==> src/rtl/cc_regaddr_select.sv <==
// -----------------------------------------------------------------------------
// cc_regaddr_select
//
// Register-address selector for the microprogrammed datapath. It sits between
// the IR/scratchpad field decoder, the MIR and the register file.
//
// For every address channel it picks either a zero-extended IR field (taken
// from an internal IR latch) or a MIR field, and registers the result
// (stage 1). Channels 0..NUM_CHANNELS-2 are read ports. Channel
// NUM_CHANNELS-1 is the write port.
//
// The write-port address and its write enable are carried through a
// WB_DELAY-deep write-back delay line. Reads that hit an in-flight valid,
// non-zero write address raise Conflict_Out.
//
// Ports
//   CC_REGADDR_SELECT_CLOCK_50                  system clock, rising edge
//   CC_REGADDR_SELECT_RESET_InHigh              asynchronous active-high reset
//   CC_REGADDR_SELECT_IRLoad_In                 load the IR latch from the scratchpad bus
//   CC_REGADDR_SELECT_ScratchpadSelection_InBus IR fields, channel 0 at LSBs
//   CC_REGADDR_SELECT_MIRSelection_InBus        MIR fields, channel 0 at LSBs
//   CC_REGADDR_SELECT_Select_InBus              per channel: 1 = MIR, 0 = IR latch
//   CC_REGADDR_SELECT_WriteEnable_In            write request for the write channel
//   CC_REGADDR_SELECT_Advance_In                pipeline enable (0 = stall)
//   CC_REGADDR_SELECT_data_OutBus               stage-1 addresses, channel 0 at LSBs
//   CC_REGADDR_SELECT_WriteAddr_OutBus          write address at end of the delay line
//   CC_REGADDR_SELECT_WriteValid_Out            write enable at end of the delay line
//   CC_REGADDR_SELECT_Conflict_Out              read-after-write hazard flag
// -----------------------------------------------------------------------------
module cc_regaddr_select #(
    parameter int DATAWIDTH_SCRATCHPAD_DIRECTION = 5,
    parameter int DATAWIDTH_MIR_DIRECTION        = 6,
    parameter int NUM_CHANNELS                   = 3,
    parameter int WB_DELAY                       = 2
) (
    input  logic                                                CC_REGADDR_SELECT_CLOCK_50,
    input  logic                                                CC_REGADDR_SELECT_RESET_InHigh,
    input  logic                                                CC_REGADDR_SELECT_IRLoad_In,
    input  logic [NUM_CHANNELS*DATAWIDTH_SCRATCHPAD_DIRECTION-1:0] CC_REGADDR_SELECT_ScratchpadSelection_InBus,
    input  logic [NUM_CHANNELS*DATAWIDTH_MIR_DIRECTION-1:0]     CC_REGADDR_SELECT_MIRSelection_InBus,
    input  logic [NUM_CHANNELS-1:0]                             CC_REGADDR_SELECT_Select_InBus,
    input  logic                                                CC_REGADDR_SELECT_WriteEnable_In,
    input  logic                                                CC_REGADDR_SELECT_Advance_In,
    output logic [NUM_CHANNELS*DATAWIDTH_MIR_DIRECTION-1:0]     CC_REGADDR_SELECT_data_OutBus,
    output logic [DATAWIDTH_MIR_DIRECTION-1:0]                  CC_REGADDR_SELECT_WriteAddr_OutBus,
    output logic                                                CC_REGADDR_SELECT_WriteValid_Out,
    output logic                                                CC_REGADDR_SELECT_Conflict_Out
);

    localparam int SpW   = DATAWIDTH_SCRATCHPAD_DIRECTION;
    localparam int MirW  = DATAWIDTH_MIR_DIRECTION;
    localparam int NumCh = NUM_CHANNELS;
    localparam int WrCh  = NUM_CHANNELS - 1;

    // Elaboration-time parameter sanity.
    if (SpW > MirW) begin : gBadFieldWidth
        $error("cc_regaddr_select: scratchpad field wider than MIR field");
    end
    if (NumCh < 2) begin : gBadChannelCount
        $error("cc_regaddr_select: at least one read and one write channel required");
    end
    if (WB_DELAY < 0 || WB_DELAY > 4) begin : gBadDelay
        $error("cc_regaddr_select: WB_DELAY must be in 0..4");
    end

    logic clk;
    logic rst;
    logic adv;

    assign clk = CC_REGADDR_SELECT_CLOCK_50;
    assign rst = CC_REGADDR_SELECT_RESET_InHigh;
    assign adv = CC_REGADDR_SELECT_Advance_In;

    // IR fields are narrower than register addresses; the upper bits are zero.
    function automatic logic [MirW-1:0] zeroExtend(input logic [SpW-1:0] field);
        logic [MirW-1:0] ext;
        ext            = '0;
        ext[SpW-1:0]   = field;
        return ext;
    endfunction

    // ---- stage 0: IR latch and per-channel source mux -----------------------
    // The latch ignores Advance_In so the decoder can refill it during stalls.
    logic [NumCh*SpW-1:0]  irLatch_p0;
    logic [NumCh*MirW-1:0] selAddr_p0;

    always_ff @(posedge clk or posedge rst) begin
        if (rst) begin
            irLatch_p0 <= '0;
        end else if (CC_REGADDR_SELECT_IRLoad_In) begin
            irLatch_p0 <= CC_REGADDR_SELECT_ScratchpadSelection_InBus;
        end
    end

    // The mux reads the latch register, never the scratchpad bus, so a field
    // loaded on an edge is not visible to stage 1 until the following edge.
    always_comb begin
        selAddr_p0 = '0;
        for (int ch = 0; ch < NumCh; ch++) begin
            if (CC_REGADDR_SELECT_Select_InBus[ch]) begin
                selAddr_p0[ch*MirW +: MirW] = CC_REGADDR_SELECT_MIRSelection_InBus[ch*MirW +: MirW];
            end else begin
                selAddr_p0[ch*MirW +: MirW] = zeroExtend(irLatch_p0[ch*SpW +: SpW]);
            end
        end
    end

    // ---- stage 1: registered channel addresses and write enable -------------
    logic [NumCh*MirW-1:0] addr_p1;
    logic                  vld_p1;

    always_ff @(posedge clk or posedge rst) begin
        if (rst) begin
            addr_p1 <= '0;
            vld_p1  <= 1'b0;
        end else if (adv) begin
            addr_p1 <= selAddr_p0;
            vld_p1  <= CC_REGADDR_SELECT_WriteEnable_In;
        end
    end

    assign CC_REGADDR_SELECT_data_OutBus = addr_p1;

    // ---- stage 2..: write-back delay line -----------------------------------
    if (WB_DELAY > 0) begin : gDelay
        logic [MirW-1:0]     wbAddr_p2 [WB_DELAY];
        logic [WB_DELAY-1:0] wbVld_p2;
        logic                conflict;

        always_ff @(posedge clk or posedge rst) begin
            if (rst) begin
                for (int i = 0; i < WB_DELAY; i++) begin
                    wbAddr_p2[i] <= '0;
                end
                wbVld_p2 <= '0;
            end else if (adv) begin
                wbAddr_p2[0] <= addr_p1[WrCh*MirW +: MirW];
                wbVld_p2[0]  <= vld_p1;
                for (int i = 1; i < WB_DELAY; i++) begin
                    wbAddr_p2[i] <= wbAddr_p2[i-1];
                    wbVld_p2[i]  <= wbVld_p2[i-1];
                end
            end
        end

        // Hazard compare uses only registered values, so it cannot glitch on
        // input changes. Address 0 is the hardwired zero register and never
        // creates a real dependency.
        always_comb begin
            conflict = 1'b0;
            for (int r = 0; r < NumCh - 1; r++) begin
                for (int e = 0; e < WB_DELAY; e++) begin
                    if (wbVld_p2[e]
                        && (addr_p1[r*MirW +: MirW] != '0)
                        && (addr_p1[r*MirW +: MirW] == wbAddr_p2[e])) begin
                        conflict = 1'b1;
                    end
                end
            end
        end

        assign CC_REGADDR_SELECT_WriteAddr_OutBus = wbAddr_p2[WB_DELAY-1];
        assign CC_REGADDR_SELECT_WriteValid_Out   = wbVld_p2[WB_DELAY-1];
        assign CC_REGADDR_SELECT_Conflict_Out     = conflict;
    end else begin : gNoDelay
        // No delay line: the write leaves straight from stage 1 and nothing
        // can be in flight, so there is never a hazard.
        assign CC_REGADDR_SELECT_WriteAddr_OutBus = addr_p1[WrCh*MirW +: MirW];
        assign CC_REGADDR_SELECT_WriteValid_Out   = vld_p1;
        assign CC_REGADDR_SELECT_Conflict_Out     = 1'b0;
    end

endmodule

==> config.mk <==
export PLATFORM = sky130hd
export DESIGN_NAME = cc_regaddr_select
export DESIGN_NICKNAME = d
export VERILOG_FILES = /design/src/rtl/cc_regaddr_select.sv
export SDC_FILE = /design/constraint.sdc
export NUM_CORES = 1
export LEC_CHECK = 0
export BUFFER_PORTS_ARGS = -buffer_cell sky130_fd_sc_hd__buf_2
export CORE_AREA = 2 2 70 72
export CTS_BUF_LIST = sky130_fd_sc_hd__clkbuf_2
export CTS_CLUSTER_SIZE = 40
export DETAILED_ROUTE_END_ITERATION = 12
export DIE_AREA = 0 0 72 74
export PLACE_DENSITY = 0.78
export SETUP_SLACK_MARGIN = 0.02
export SLEW_MARGIN = 10
export SYNTH_ARGS = -nofsm -noshare
export SYNTH_HDL_FRONTEND = slang
export SYNTH_SLANG_ARGS = --single-unit
==> constraint.sdc <==
create_clock -name CC_REGADDR_SELECT_CLOCK_50 -period 2.9 [get_ports CC_REGADDR_SELECT_CLOCK_50]
set_input_delay 0.58 -clock CC_REGADDR_SELECT_CLOCK_50 [delete_from_list [all_inputs] [get_ports CC_REGADDR_SELECT_CLOCK_50]]
set_output_delay 0.58 -clock CC_REGADDR_SELECT_CLOCK_50 [all_outputs]
set_load 0.02 [all_outputs]
# After elaboration in Yosys (flattened, before gate mapping)

Index checks and enable logic that the tools add are counted.

Reductions and logical operators: 10
Multiplexer cells: 7
Eq/ne operators: 4

Operator list:

| cell                | count |
|---|---|
| 6-bit equality test | 4 |
| 6-bit 2-to-1 mux    | 3 |
| 6-bit nonzero test  | 2 |
| 1-bit logical AND   | 8 |
| 1-bit 2-to-1 mux    | 4 |

Output and inout port bits: 26
Input port bits: 41
Word-level logic and storage cells: 27
Register bits: 48

# Longest topological paths before layout

Gate-level depths: netlist (run 1).

Word-level depth: 7
Gate-level depth with buffers: 4
Depth with buffers taken out: 4

# Worst setup path after synthesis (run 1)

No wires, ideal clock.

Path kind: register to output
Start point: register addr_p1[2] (netlist: CC_REGADDR_SELECT_data_OutBus[2])
End point: output port CC_REGADDR_SELECT_Conflict_Out
Buffers on the path: 0
Slack: 989 ps
Cell stages (with the launch flop): 4
Data arrival time: 1331 ps
Data required time: 2320 ps
Cell sequence: dfrtp_1 -> or4_4 -> nor3_2 -> o22ai_1

Longest elaborated chain between the ends: 7
Elaborated cells between the ends (all ways): 11
Those cells by class: eq/ne: 2; mux: 4; reduce/logical: 5

Ends and longest elaborated chain:

| element                           | line | RTL |
|---|---|---|
| start: declaration                | 109  | `logic [NumCh*MirW-1:0] addr_p1;` |
| start signal: assignment          | 117  | `addr_p1 <= selAddr_p0;` |
| 6-bit nonzero test                | 154  | `&& (addr_p1[r*MirW +: MirW] != '0)` |
| 1-bit logical AND                 | 154  |  |
| 1-bit logical AND                 | 155  | `&& (addr_p1[r*MirW +: MirW] == wbAddr_p2[e])) begin` |
| 1-bit 2-to-1 mux                  | 153  | `if (wbVld_p2[e]` |
| 1-bit 2-to-1 mux (*) (3 in a row) | 153  |  |
| end: declaration                  | 47   | `output logic CC_REGADDR_SELECT_Conflict_Out` |

Mark *: on every way between the ends. The rest lies on a longest branch, timed or not.

# Worst setup path after layout (run 1)

Start point: register addr_p1[3] (netlist: CC_REGADDR_SELECT_data_OutBus[3])
End point: output port CC_REGADDR_SELECT_Conflict_Out

Same word-level chain as after synthesis.

==> impl_metrics.json, run 1 <==
{
  "postRouteAntennaNets": 0,
  "met3_usage_pct": 5.420,
  "clockBufferDepth": 2,
  "finalHoldViolations": 0,
  "hold_class": "input pin to async pin",
  "outcome": "completed",
  "vdd_ir_drop_max_uv": 294.2,
  "h-tree-depth": 2,
  "via_per_inst": 5.176,
  "power.leakage_nw": 1.226,
  "wl_per_cell_um": 14.45,
  "syn_to_final_growth_pct": 18.80,
  "die_height_um": 74,
  "drv_cap": 0,
  "cp_cell_sequence": "or4_4 -> nor3_2 -> o22ai_1 -> buf_2",
  "grt-busiest-layer": "met2",
  "p_int_mw": 1.270,
  "first_global_vias": 1487,
  "postCtsSetupBuffers": 0,
  "slew_violations": 0,
  "initial_utilization_pct": 49.50,
  "n_fill_cell": 414,
  "cp_slowest_cell": "or4_4",
  "worst_pin_slew_ns": 0.9737,
  "seqPwrFrac_pct": 48.6,
  "slowest_delay_ns": 0.54,
  "min_period_ns": 2.425,
  "cts_tree": "yes",
  "core_area_mm2": 0.004598,
  "cts_root_buf": "clkbuf_2",
  "grt_first_pass_wirelength_um": 7127,
  "grtUsageMet1_pct": 24.31,
  "synth-seq-cells": 48,
  "die_w_um": 72,
  "period_share_pct": 83.62,
  "switching_share_pct": 28.42,
  "p_comb_share_pct": 21.6,
  "wl_um": 4349,
  "skew_ns": 0.02101,
  "vias": 1558,
  "synth_cells": 189,
  "cts_resized": 0,
  "rsz0062_at_grt": "false",
  "first_iter_violations": 125,
  "syn-cell-area_mm2": 0.002276,
  "yosysUniqueCellTypes": 18,
  "drt-pass1-iter-count": 4,
  "setup_tns_ns": 0,
  "final_common_cell": "buf_2",
  "synth.avg_cell_area_um2": 12.04,
  "num_rows": 25,
  "powerDensity_mw_per_mm2": 656.0,
  "insertion_delay_ns": 0.42,
  "critical_path_class": "flip-flop to primary output",
  "p_sw_mw": 0.5041,
  "cp.arrival_ns": 1.84,
  "worst_slack_ns": 0.4750,
  "antennaDiodeCount": 0,
  "grt_max_degree": 49,
  "relSlewSlack_pct": 34.99,
  "yosys.area.top_type": "dfrtp_1",
  "multi_input_comb_area_um2": 967.2,
  "yosys.area.top_type_share_pct": 52.78,
  "finalSetupViolations": 0,
  "final_cell_mix": "buf_2, dfrtp_1, mux2_2, xnor2_1",
  "cts.sinks": 48,
  "crit_required_ns": 2.32,
  "critical_path.top_delay_family": "simple AND/OR/NAND/NOR gates",
  "ff_latch_area_mm2": 0.001201,
  "overflow": 0,
  "cp-start-kind": "flip-flop",
  "die_area_mm2": 0.005328,
  "hpwlAfterDp_um": 3308,
  "grtUsageTotal_pct": 17.84,
  "synth_area_leaders": "dfrtp_1, mux2_2, xnor2_1",
  "io_buffers": 66,
  "cts-hold-fix-buffers": 0,
  "cts_buffers": 5,
  "met2_usage_pct": 27.47,
  "antenna_found_initial": 0,
  "dpl_worst_slack_ns": 0.9658,
  "path_max_fanout": 5,
  "drive_gt1_share_pct": 44.13,
  "cp_num_buf_inv": 1,
  "fmaxAchievable_mhz": 412.4,
  "syn_nets": 230,
  "ys_seq_area_share_pct": 52.78,
  "path_clk_slew_ns": 0.24,
  "globalplace.congestion": 0.8116,
  "nets": 287,
  "end_kind": "primary output",
  "ios": 67,
  "drc": 0,
  "ys_warn_count": 0,
  "clock_power_share_pct": 29.8
}
cell families (layout without fill, tap and decap cells):
| group | after synthesis | after routing | share of synthesized area, % |
|---|---|---|---|
| simple gates | 30 | 30 | 6.817 |
| flops | 48 | 48 | 52.78 |
| buf+inv | 21 | 79 | 4.727 |
| xor+xnor | 24 | 24 | 9.236 |
| compound gates | 21 | 21 | 5.003 |
| mux | 45 | 45 | 21.44 |
through the flow:
step | instances | utilization [%] | power [mW] | instance area, um^2 | hold slack [ns]
2_1_floorplan | 189 | - | 1.155 | 2276 | 0.4750
3_3_place_gp | 293 | 56.30 | 1.257 | 2589 | 0.4892
3_5_place_dp | 293 | 56.30 | 1.266 | 2589 | 0.4945
4_1_cts | 301 | 58.80 | 1.798 | 2704 | 0.3318
5_1_grt | 301 | 58.80 | 1.873 | 2704 | 0.3069
6_report | 301 | 58.80 | 1.774 | 2704 | 0.3358
power groups by stage:
stage               clock, mW  sequential (mW)  combinational, mW
global route            0.572            0.878              0.423
global placement            0            0.872              0.384
floorplan                   0            0.885              0.270
finish                  0.528            0.862              0.383
CTS                     0.543            0.865              0.390
detailed placement          0            0.878              0.388
area by class of cell:
cell class	count	share of cell area (%)
Multi-Input combinational cell	120	35.77
Clock buffer	5	0.9255
Clock inverter	3	3.332
Sequential cell	48	44.42
Inverter	4	0.5553
Tap cell	54	2.499
Timing Repair Buffer	67	12.49
flip-flops by register name, indices dropped and copies added, names as in the netlist:
register	cells
gDelay.wbAddr_p2	6
vld_p1	1
CC_REGADDR_SELECT_WriteAddr_OutBus	6
irLatch_p0	15
CC_REGADDR_SELECT_data_OutBus	18
gDelay.wbVld_p2	2
synth_stat cells:
cell,count
buf_4,6
or4_1,1
o21ai_0,3
inv_1,4
mux2_2,30
nor3_2,2
o22a_1,2
dfrtp_1,48
or4_4,1
nand4_1,4
buf_2,5
xnor2_1,24
mux2i_1,15
o22ai_1,1
a21oi_1,15
clkbuf_1,6
nand3_1,7
nor2_1,15
final timing paths:
kind,start,endpoint,slack [ns],depth (start not counted)
min in group CC_REGADDR_SELECT_CLOCK_50,CC_REGADDR_SELECT_WriteEnable_In,vld_p1,0.36,2
hold / removal,CC_REGADDR_SELECT_RESET_InHigh,CC_REGADDR_SELECT_data_OutBus[3],0.34,2
hold reg to reg,irLatch_p0[4],irLatch_p0[4],0.53,1
setup / recovery,CC_REGADDR_SELECT_data_OutBus[3],CC_REGADDR_SELECT_Conflict_Out,0.48,4
max in group asynchronous,CC_REGADDR_SELECT_RESET_InHigh,irLatch_p0[5],1.95,2
setup reg to reg,gDelay.wbAddr_p2[7],CC_REGADDR_SELECT_WriteAddr_OutBus[1],2.04,1
per-layer routing:
metal,part of all wire (%),vias to the layer above,routed length (um)
li1,-,766,-
met1,44,747,1928
met2,49,40,2114
met3,5.7,5,247
met4,1.3,0,58
met5,0,-,0
(Power assumes the default switching activity.)
==> run 2: changes to the inputs <==
ABC_AREA = 1   (was default)
CORE_AREA = 2 2 74 76   (was 2 2 70 72)
DIE_AREA = 0 0 76 78   (was 0 0 72 74)
PLACE_DENSITY = 0.76   (was 0.78)
clock period = 2.1 ns   (was 2.9 ns; I/O delays follow)
==> run 2 against run 1 <==
  * The flow now finishes with violations (setup timing)
  * Largest power group unchanged
  * Combinational power is 41% higher
  * Non-clock buffer count is 8 higher
  * Synthesized cell count is 71% higher
  * Total power up 22%
  * Clock skew rose by 0.0074 ns
  * Hold slack got worse by 0.15 ns
  * Die area grew 11%
  * Synthesized area up 6.2%
==> impl_metrics.json, run 2 <==
{
  "outcome": "finished with violations",
  "violations": "setup timing",
  "synth.most_common_cell": "nand2_1",
  "power.leakage_nw": 1.538,
  "relSlewSlack_pct": 72.02,
  "first_global_vias": 1977,
  "synth_cells": 324,
  "crit_required_ns": 1.68,
  "finalHoldViolations": 0,
  "skew_ns": 0.02842,
  "globalplace.congestion": 0.8458,
  "reg2reg_slack_ns": 1.25,
  "slew_violations": 0,
  "synth-seq-cells": 48,
  "num_rows": 26,
  "r2r_cells": 3,
  "multi_input_comb_area_um2": 953.4,
  "worst_slack_ns": -0.03597,
  "powerDensity_mw_per_mm2": 742.3,
  "yosys.area.top_type_share_pct": 49.72,
  "ff_latch_area_mm2": 0.001207,
  "cp.arrival_ns": 1.72,
  "critical_path_class": "flip-flop to primary output",
  "drv_cap": 0,
  "yosys.area.top_type": "dfrtp_1",
  "nets": 428,
  "synth_common_cells": "nand2_1, o21ai_0, dfrtp_1",
  "hpwlAfterDp_um": 4114,
  "syn-cell-area_mm2": 0.002416,
  "n_fill_cell": 506,
  "grt_first_pass_wirelength_um": 9177,
  "cts_buffers": 5,
  "die_height_um": 78,
  "syn_nets": 365,
  "largest_reg_flops": 18,
  "h-tree-depth": 2,
  "fin_hold_ws_ns": 0.1835,
  "yosysUniqueCellTypes": 18,
  "period_share_pct": 101.7,
  "synth.avg_cell_area_um2": 7.457,
  "drt-pass1-iter-count": 4,
  "slowest_delay_ns": 0.51,
  "final_cell_mix": "nand2_1, buf_2, o21ai_0, dfrtp_1, inv_1",
  "die_area_mm2": 0.005928,
  "finalSetupViolations": 1,
  "placed_cell_area_mm2": 0.002763,
  "grtUsageTotal_pct": 19.30,
  "whs_path_depth": 3,
  "synth_edf_count": 0,
  "core_area_mm2": 0.005042,
  "hold_class": "input pin to flip-flop",
  "cts_root_buf": "clkbuf_2",
  "cp-start-kind": "flip-flop",
  "synthArstFlopShare_pct": 100.0,
  "power_mw": 2.158,
  "reg2reg_from": "CC_REGADDR_SELECT_data_OutBus[7]",
  "synth_area_leaders": "dfrtp_1, nand2_1, o21ai_0",
  "design_area_mm2": 0.002908,
  "vdd_ir_drop_max_uv": 344.9,
  "initial_utilization_pct": 47.92,
  "postRouteAntennaNets": 0,
  "die_w_um": 76,
  "min_period_ns": 2.136,
  "final_common_cell": "nand2_1",
  "fmaxAchievable_mhz": 468.2,
  "antennaDiodeCount": 0,
  "first_iter_violations": 127,
  "wl_um": 5573,
  "drc": 0,
  "ys.flop_type": "dfrtp_1",
  "syn_to_final_growth_pct": 20.35,
  "antenna_found_initial": 0,
  "r2r-end": "CC_REGADDR_SELECT_data_OutBus[7]",
  "rsz0062_at_grt": "true",
  "cp_cell_sequence": "nor4_1 -> nand3_1 -> nand2_1 -> nand2_1 -> buf_6",
  "overflow": 0,
  "fin_util_pct": 57.67,
  "via_per_inst": 4.675,
  "path_max_fanout": 6,
  "worstSetupEndpoint": "CC_REGADDR_SELECT_Conflict_Out",
  "cp_slowest_cell": "dfrtp_2",
  "drive_gt1_share_pct": 26.29,
  "clockBufferDepth": 2,
  "insertion_delay_ns": 0.43,
  "ys_seq_area_share_pct": 49.72,
  "path_clk_slew_ns": 0.23,
  "grt_max_degree": 45,
  "ys_warn_count": 0,
  "end_kind": "primary output",
  "ios": 67,
  "worst_pin_slew_ns": 0.4197,
  "crit_top_cell": "nand2_1",
  "io_buffers": 66,
  "cts_tree": "yes",
  "vias": 2141,
  "cts.sinks": 48,
  "wl_per_cell_um": 12.17,
  "worstSetupStartpoint": "CC_REGADDR_SELECT_data_OutBus[9]",
  "dpl_worst_slack_ns": 0.4316
}
## run 2: worst min path at each step
stage | startpoint | end | slack, ns
finish | CC_REGADDR_SELECT_ScratchpadSelection_InBus[11] | irLatch_p0[11] | 0.18
floorplan | vld_p1 | gDelay.wbVld_p2[0] | 0.45
CTS | CC_REGADDR_SELECT_ScratchpadSelection_InBus[13] | irLatch_p0[13] | 0.17
global route | CC_REGADDR_SELECT_WriteEnable_In | vld_p1 | 0.15
detailed placement | CC_REGADDR_SELECT_RESET_InHigh | irLatch_p0[7] | 0.42
global placement | CC_REGADDR_SELECT_RESET_InHigh | irLatch_p0[9] | 0.42
## run 2: final cells by class
type                       count  area share, %
sequential                    48          41.52
multi-input combinational    211          32.79
timing repair buffer          75          14.41
inverter                      46          5.938
clock inverter                 3          1.463
tap                           70          3.012
clock buffer                   5         0.8606
## run 2: cells by family after synthesis
group	share of synthesized area, %
AO/OA/AOI/OAI	15.43
AND/OR/NAND/NOR	22.11
flip-flops	49.72
buffers and inverters	11.55
XOR/XNOR	0.7251
multiplexers	0.4660
## run 2: what timing repair did
action	in CTS	in global routing
pin swaps	0	5
buffers inserted	1	4
setup endpoints to repair	1	1
gates cloned	0	0
hold endpoints to repair	16	0
resized for setup	10	2
hold buffers	1	0
## run 2: metrics by stage
step	std cells	setup TNS (ns)
2_1_floorplan	324	0
3_3_place_gp	444	0
3_5_place_dp	444	0
4_1_cts	454	0
5_1_grt	458	-0.1958
6_report	458	-0.03597
## run 2: where the power goes
part / leakage, nW / internal, mW / switching, mW
registers: 0.578 / 1.03 / 0.0946
clock network: 0.0390 / 0.198 / 0.299
logic: 0.921 / 0.204 / 0.336
total: 1.54 / 1.43 / 0.730
## run 2: routing by layer
metal,up-vias,GRT usage [%],wire length (um)
li1,1127,-,-
met1,952,28.04,2722
met2,58,29.55,2521
met3,4,3.837,279
met4,0,5.455,50
met5,-,0,0
## run 2: worst max-delay path, delay by kind of cell, from the launching register on
kind                   cells  cell delay [ns]
and+or+nand+nor            4             0.67
DFF                        1             0.51
buffers and inverters      1             0.13
